[src/rtl/dac_wavegen_pkg.sv]
// Shared types and constants for the 4-channel DAC waveform generator.
// Holds wave codes, engine states, per-channel config layout and clamp limits.
package dac_wavegen_pkg;

  localparam int PH_W_DEF   = 32;
  localparam int SMP_W      = 16;
  localparam int CE_DIV_MIN = 1024;

  localparam logic signed [17:0] SAT_MAX = 18'sd32767;
  localparam logic signed [17:0] SAT_MIN = -18'sd32768;

  typedef enum logic [1:0] {
    WAVE_DC  = 2'd0,
    WAVE_SAW = 2'd1,
    WAVE_TRI = 2'd2,
    WAVE_SQR = 2'd3
  } wave_e;

  typedef enum logic [2:0] {
    ST_IDLE,
    ST_ACC,
    ST_SHAPE,
    ST_MULT,
    ST_SAT,
    ST_UPDATE
  } state_e;

  typedef struct packed {
    logic [1:0]  wave;
    logic [31:0] inc;
    logic [15:0] amp;
    logic [15:0] offset;
  } cfg_t;

endpackage

[src/rtl/dac_wave_shaper.sv]
// Time-shared SHAPE -> MULT -> SAT datapath; one channel in flight at a time.
// Shape and product are registered; the offset/clamp stage is combinational off the product.
module dac_wave_shaper
  import dac_wavegen_pkg::*;
(
  input  logic        clk,
  input  logic        rst,
  input  logic        i_shape_en,
  input  logic        i_mult_en,
  input  logic [1:0]  i2_wave,
  input  logic [15:0] i16_phase,
  input  logic [15:0] i16_amp,
  input  logic [15:0] is16_offset,
  output logic [15:0] os16_sample,
  output logic        o_sat
);

  logic signed [15:0] w_q, w_d;
  logic signed [16:0] prod_q, prod_d;
  logic        [15:0] ramp;
  logic signed [32:0] prod_full;
  logic signed [17:0] sum;

  always_comb begin
    w_d         = w_q;
    prod_d      = prod_q;
    ramp        = {i16_phase[14:0], 1'b0};
    prod_full   = w_q * $signed({1'b0, i16_amp});
    sum         = $signed({prod_q[16], prod_q}) + $signed({{2{is16_offset[15]}}, is16_offset});
    o_sat       = 1'b0;
    os16_sample = sum[15:0];

    if (i_shape_en) begin
      case (i2_wave)
        WAVE_DC:  w_d = 16'sh7FFF;
        WAVE_SAW: w_d = $signed(i16_phase ^ 16'h8000);
        // Modulo-2^16 subtraction gives the signed ramp directly in both halves.
        WAVE_TRI: w_d = i16_phase[15] ? $signed(16'h7FFF - ramp) : $signed(ramp - 16'h8000);
        default:  w_d = i16_phase[15] ? 16'sh8000 : 16'sh7FFF;
      endcase
    end

    if (i_mult_en) begin
      prod_d = 17'(prod_full >>> 16);
    end

    if (sum > SAT_MAX) begin
      os16_sample = 16'h7FFF;
      o_sat       = 1'b1;
    end else if (sum < SAT_MIN) begin
      os16_sample = 16'h8000;
      o_sat       = 1'b1;
    end
  end

  always_ff @(posedge clk or posedge rst) begin
    if (rst) begin
      w_q    <= '0;
      prod_q <= '0;
    end else begin
      w_q    <= w_d;
      prod_q <= prod_d;
    end
  end

endmodule

[src/rtl/dac_wavegen_4ch.sv]
// Four-channel waveform generator: sample divider, config banks, accumulators and engine FSM.
// Samples appear 18 cycles after each divider tick with a one-cycle o_ce; outputs hold in between.
module dac_wavegen_4ch
  import dac_wavegen_pkg::*;
#(
  parameter int CE_DIV = 2000,
  parameter int PH_W   = PH_W_DEF
) (
  input  logic        clk100mhz,
  input  logic        rst,
  input  logic        i_enable,
  input  logic        i_cfg_we,
  input  logic [1:0]  i2_cfg_ch,
  input  logic [1:0]  i2_cfg_wave,
  input  logic [31:0] i32_cfg_phase_inc,
  input  logic [15:0] i16_cfg_amp,
  input  logic [15:0] is16_cfg_offset,
  input  logic        i_sat_clr,
  output logic        o_ce,
  output logic [15:0] os16_data_ch0,
  output logic [15:0] os16_data_ch1,
  output logic [15:0] os16_data_ch2,
  output logic [15:0] os16_data_ch3,
  output logic        o_cfg_pending,
  output logic [3:0]  o4_sat
);

  generate
    if (CE_DIV < CE_DIV_MIN) begin : g_bad_div
      $error("CE_DIV shorter than the driver's 4-channel write time");
    end
    if (PH_W < 16 || PH_W > 32) begin : g_bad_ph
      $error("PH_W must be within 16..32");
    end
  endgenerate

  localparam int CNT_W = $clog2(CE_DIV);

  logic [CNT_W-1:0] cnt_q, cnt_d;
  logic             tick_q, tick_d;
  state_e           state_q, state_d;
  logic [1:0]       ch_q, ch_d;
  cfg_t             shd_q[4], shd_d[4];
  cfg_t             act_q[4], act_d[4];
  logic [PH_W-1:0]  acc_q[4], acc_d[4];
  logic             pend_q, pend_d;
  logic [15:0]      res_q[4], res_d[4];
  logic [15:0]      out_q[4], out_d[4];
  logic             ce_q, ce_d;
  logic [3:0]       sat_q, sat_d;

  cfg_t        cur;
  logic [15:0] sample;
  logic        sample_sat;

  assign cur = act_q[ch_q];

  dac_wave_shaper u_shaper (
    .clk         (clk100mhz),
    .rst         (rst),
    .i_shape_en  (state_q == ST_SHAPE),
    .i_mult_en   (state_q == ST_MULT),
    .i2_wave     (cur.wave),
    .i16_phase   (acc_q[ch_q][PH_W-1 -: 16]),
    .i16_amp     (cur.amp),
    .is16_offset (cur.offset),
    .os16_sample (sample),
    .o_sat       (sample_sat)
  );

  always_comb begin
    cnt_d   = cnt_q;
    tick_d  = 1'b0;
    state_d = state_q;
    ch_d    = ch_q;
    shd_d   = shd_q;
    act_d   = act_q;
    acc_d   = acc_q;
    pend_d  = pend_q;
    res_d   = res_q;
    out_d   = out_q;
    ce_d    = 1'b0;
    sat_d   = sat_q;

    if (i_enable) begin
      if (cnt_q == '0) begin
        cnt_d  = CNT_W'(CE_DIV - 1);
        tick_d = 1'b1;
      end else begin
        cnt_d = cnt_q - CNT_W'(1);
      end
    end

    // A write landing on the tick edge goes to shadow only, so pending must survive the copy.
    if (tick_q) begin
      act_d  = shd_q;
      pend_d = 1'b0;
    end
    if (i_cfg_we) begin
      shd_d[i2_cfg_ch] = '{wave: i2_cfg_wave, inc: i32_cfg_phase_inc,
                           amp: i16_cfg_amp, offset: is16_cfg_offset};
      pend_d = 1'b1;
    end

    if (i_sat_clr) begin
      sat_d = '0;
    end

    case (state_q)
      ST_IDLE: begin
        if (tick_q) begin
          state_d = ST_ACC;
          ch_d    = 2'd0;
        end
      end
      ST_ACC: begin
        acc_d[ch_q] = acc_q[ch_q] + cur.inc[PH_W-1:0];
        state_d     = ST_SHAPE;
      end
      ST_SHAPE: state_d = ST_MULT;
      ST_MULT:  state_d = ST_SAT;
      ST_SAT: begin
        res_d[ch_q] = sample;
        if (sample_sat) begin
          sat_d[ch_q] = 1'b1;
        end
        if (ch_q == 2'd3) begin
          state_d = ST_UPDATE;
        end else begin
          ch_d    = ch_q + 2'd1;
          state_d = ST_ACC;
        end
      end
      ST_UPDATE: begin
        out_d   = res_q;
        ce_d    = 1'b1;
        state_d = ST_IDLE;
      end
      default: state_d = ST_IDLE;
    endcase
  end

  always_ff @(posedge clk100mhz or posedge rst) begin
    if (rst) begin
      cnt_q   <= CNT_W'(CE_DIV - 1);
      tick_q  <= 1'b0;
      state_q <= ST_IDLE;
      ch_q    <= 2'd0;
      pend_q  <= 1'b0;
      ce_q    <= 1'b0;
      sat_q   <= '0;
      for (int i = 0; i < 4; i++) begin
        shd_q[i] <= '0;
        act_q[i] <= '0;
        acc_q[i] <= '0;
        res_q[i] <= '0;
        out_q[i] <= '0;
      end
    end else begin
      cnt_q   <= cnt_d;
      tick_q  <= tick_d;
      state_q <= state_d;
      ch_q    <= ch_d;
      pend_q  <= pend_d;
      ce_q    <= ce_d;
      sat_q   <= sat_d;
      shd_q   <= shd_d;
      act_q   <= act_d;
      acc_q   <= acc_d;
      res_q   <= res_d;
      out_q   <= out_d;
    end
  end

  assign o_ce          = ce_q;
  assign os16_data_ch0 = out_q[0];
  assign os16_data_ch1 = out_q[1];
  assign os16_data_ch2 = out_q[2];
  assign os16_data_ch3 = out_q[3];
  assign o_cfg_pending = pend_q;
  assign o4_sat        = sat_q;

endmodule

[config.mk]
export PLATFORM = sky130hd
export DESIGN_NAME = dac_wavegen_4ch
export DESIGN_NICKNAME = d
export VERILOG_FILES = /design/src/rtl/dac_wavegen_pkg.sv /design/src/rtl/dac_wave_shaper.sv /design/src/rtl/dac_wavegen_4ch.sv
export SDC_FILE = /design/constraint.sdc
export NUM_CORES = 2
export LEC_CHECK = 0
export BUFFER_PORTS_ARGS = -buffer_cell sky130_fd_sc_hd__buf_4
export CORE_UTILIZATION = 55
export CTS_CLUSTER_DIAMETER = 60
export CTS_CLUSTER_SIZE = 8
export DETAILED_ROUTE_END_ITERATION = 10
export PLACE_DENSITY = 0.71
export SYNTH_ARGS = -nofsm -noshare
export SYNTH_HDL_FRONTEND = slang
export SYNTH_HIERARCHICAL = 1
export SYNTH_SLANG_ARGS = --single-unit
[constraint.sdc]
create_clock -name clk100mhz -period 31.9 [get_ports clk100mhz]
set_clock_uncertainty 0.2 [all_clocks]
set_input_delay 6.38 -clock clk100mhz [delete_from_list [all_inputs] [get_ports clk100mhz]]
set_output_delay 6.38 -clock clk100mhz [all_outputs]
set_load 0.05 [all_outputs]
==> results.py <==
metrics = {
    "global_route": {
        "grt_pass1_wl_um": 156000,
        "grt_use_total_pct": 23.8,
        "antenna_found_initial": 1,
        "grt_max_degree": 183,
        "first_global_vias": 29000,
        "grt_overflow": 0,
    },
    "worst_setup_path": {
        "crit_required_ns": 32.32,
        "criticalPathCategory": "in -> async",
        "critPathMaxFanout": 167,
        "r2r_start": "ch_q[0]$_DFFE_PP0P_",
        "critPathLaunch": "rst",
        "critPathLaunchType": "input pin",
        "arrival_ns": 9.13,
        "endpoint_kind": "asynchronous set/reset pin",
    },
    "final_layout": {
        "final_common_cell": "dfrtp_1",
        "drive_gt1_share_pct": 28.0,
        "layout.nets": 4204,
        "most-common-layout-cells": "dfrtp_1 (828), mux2_2 (623), nand2_1 (508)",
        "nFillCells": 6316,
        "fin_area_um2": 50000,
        "syn_to_final_growth_pct": 11.2,
        "fin_util_pct": 61.9,
    },
    "drt": {
        "drt_iter0_markers": 1599,
        "avgViaCountPerCell": 5.69,
        "firstDrtPassIters": 8,
        "vias": 27600,
        "postRouteWirelength_um": 94900,
        "wire_per_inst_um": 19.6,
        "drc": 12,
        "ant_nets": 0,
    },
    "timing": {
        "finalSetupViolCount": 0,
        "slew_headroom_pct": 20.5,
        "fmax_mhz": 115,
        "hold_viol": 0,
        "postLayoutSetupSlackWorst_ns": 23.19,
        "grt_setup_unrepaired": "false",
        "drv_slew": 0,
        "post-route-period-util_pct": 27.3,
        "finalCriticalPeriod_ns": 8.71,
        "finalHoldWorstSlack_ns": 0.236,
        "worst_pin_slew_ns": 1.19,
        "fin_setup_tns_ns": 0,
    },
    "power_and_ir_drop": {
        "leakage_nw": 24.1,
        "p_per_area_nw_per_um2": 112,
        "vdd.ir_drop.worst_v": 0.000205,
    },
    "yosys": {
        "synth_top_family_by_area": "multiplexers",
        "mappedNetlistNets": 4105,
        "synth_xor_xnor_area_share_pct": 1.54,
        "synth_mux_area_share_pct": 20.7,
        "synth_cell_type_count": 86,
        "syn_inst": 3665,
        "async_flop_share_pct": 100,
        "synth_edf_count": 0,
        "synth_flop_cell": "dfrtp_1",
        "yosysSeqAreaShare_pct": 46.8,
        "synth_area_um2": 44900,
        "ys_seq_elements": 840,
        "avgSynthCellArea_um2": 12.3,
        "synth_fa_ha_area_share_pct": 13.5,
        "synth-compound-area-share_pct": 5.24,
        "yosysWarnings": 6,
        "synth-simple-area-share_pct": 8.42,
    },
    "clocking": {
        "clk_path_buf_depth": 3,
        "cts_buffers": 115,
        "clock_sinks": 840,
        "cts_hold_buf": 0,
        "cts_setup_buffers": 0,
        "cts_tree": "done",
        "clock_latency_ns": 0.68,
        "clockRootBuffer": "clkbuf_16",
        "path_clk_slew_ns": 0.05,
        "cts.htree.levels": 3,
        "cts-resized-gates": 0,
    },
    "floorplan": {
        "rows": 104,
        "fp.dieH_um": 288,
        "dieWidth_um": 288,
        "die_area_um2": 82800,
        "io_pins": 143,
        "core-area_um2": 80700,
        "initial_utilization_pct": 55.7,
    },
    "place": {
        "post_dp_cell_area_um2": 46900,
        "preCtsSetupSlack_ns": 22.47,
        "dp_hpwl_um": 61900,
        "io_buffers": 142,
        "gp_congestion": 0.856,
    },
    "job": {
        "maxCapViolations": 0,
    },
    "run_status": {
        "violations": "design-rule violations",
        "status": "complete, but fails checks",
    },
    "worst_hold_path": {
        "min-delay-start": "res_q[7]$_DFFE_PP0P_",
        "hold_class": "reg -> reg",
    },
}
[synth_stat cells, types with 5 or more instances]
master | instances | share of area (%)
xnor2_1 | 35 | 0.68
dfrtp_1 | 831 | 46
nand2b_1 | 18 | 0.25
buf_1 | 15 | 0.13
inv_1 | 267 | 2.2
o21a_1 | 15 | 0.25
ha_1 | 172 | 4.8
dfstp_2 | 9 | 0.53
o21ai_1 | 7 | 0.078
mux2i_1 | 6 | 0.13
mux2_2 | 623 | 16
a21oi_1 | 75 | 0.84
nor3b_1 | 5 | 0.084
xor2_1 | 42 | 0.82
nor3_1 | 14 | 0.16
nand3_1 | 20 | 0.22
o31ai_1 | 6 | 0.10
nand2_1 | 512 | 4.3
or4_1 | 7 | 0.12
mux4_2 | 98 | 4.9
nand4_1 | 16 | 0.22
o21bai_1 | 8 | 0.13
fa_1 | 195 | 8.7
a211o_1 | 6 | 0.12
nor2b_1 | 8 | 0.11
a31oi_1 | 6 | 0.084
nor2_1 | 74 | 0.62
o211ai_1 | 7 | 0.12
o21ai_0 | 140 | 1.6
and3_1 | 11 | 0.15
and2_1 | 120 | 1.7
a211oi_1 | 5 | 0.084
clkbuf_1 | 165 | 1.4
or3_1 | 6 | 0.084
a21o_1 | 43 | 0.72
[layout make-up]
cell class / count / area [µm²] / share of cell area (%)
multi-input combinational: 2372 / 22200 / 44.4
clock inverter: 8 / 143 / 0.286
antenna: 1 / 2.50 / 0.00501
timing repair buffer: 167 / 1280 / 2.56
sequential: 840 / 21000 / 42.1
clock buffer: 134 / 2960 / 5.92
inverter: 268 / 1010 / 2.03
tap: 1060 / 1330 / 2.65
[power by group]
| part | switching (W) | internal (W) | total [W] | leakage (nW) |
|---|---|---|---|---|
| Clock | 0.000432 | 0.000641 | 0.00107 | 1.51 |
| Combinational | 0.00175 | 0.00125 | 0.00300 | 11.8 |
| Sequential | 0.000186 | 0.00132 | 0.00151 | 10.8 |
[cells by family (layout without fill, tap and decap cells)]
kind of cell	after synthesis	count (layout)
compound gates	366	366
xor+xnor	78	78
fa+ha+maj	367	367
buf+inv	453	577
flops	840	840
mux	727	727
other cells	0	1
simple gates	834	834
[worst paths after layout]
check / end / slack (ns) / depth (start not counted)
max: acc_q[116]$_DFFE_PP0P_ / 23.19 / 4
min: os16_data_ch3[7]$_DFFE_PP0P_ / 0.24 / 2
max reg2reg: u_shaper/prod_q[14]$_DFFE_PP0P_ / 23.40 / 22
min reg2reg: os16_data_ch3[7]$_DFFE_PP0P_ / 0.24 / 2
max in group clk100mhz: u_shaper/prod_q[14]$_DFFE_PP0P_ / 23.40 / 22
min in group asynchronous: os16_data_ch1[6]$_DFFE_PP0P_ / 5.65 / 2
[worst max-delay path: stages]
cell	delay, ns
buf_4	0.13
inv_8	0.57
buf_12	0.59
buf_4	0.95
[per-layer routing]
layer | GRT usage (%) | share of wire (%)
met2 | 38.0 | 48
met4 | 5.63 | 1.6
met1 | 34.5 | 46
met5 | 0 | 0
met3 | 3.62 | 4.4
[flip-flops by register name, summed over array words and instances, names as in the netlist]
| register | count |
|---|---|
| act_q | 264 |
| shd_q | 264 |
| acc_q | 128 |
| res_q | 64 |
| u_shaper/prod_q | 17 |
| os16_data_ch0 | 16 |
| os16_data_ch1 | 16 |
| os16_data_ch2 | 16 |
| os16_data_ch3 | 16 |
| u_shaper/w_q | 16 |
| cnt_q | 11 |
| o4_sat | 4 |
| state_q | 3 |
| ch_q | 2 |
| o_ce | 1 |
| o_cfg_pending | 1 |
| tick_q | 1 |
[stage by stage]
| stage | power [W] | cells |
|---|---|---|
| 3_5_place_dp | 0.00450 | 4707 |
| 4_1_cts | 0.00562 | 4849 |
| 2_1_floorplan | 0.00381 | 3665 |
| 3_3_place_gp | 0.00446 | 4707 |
| 5_1_grt | 0.00610 | 4849 |
| 6_report | 0.00558 | 4850 |
Note: power is estimated with default switching activity, not from simulation.
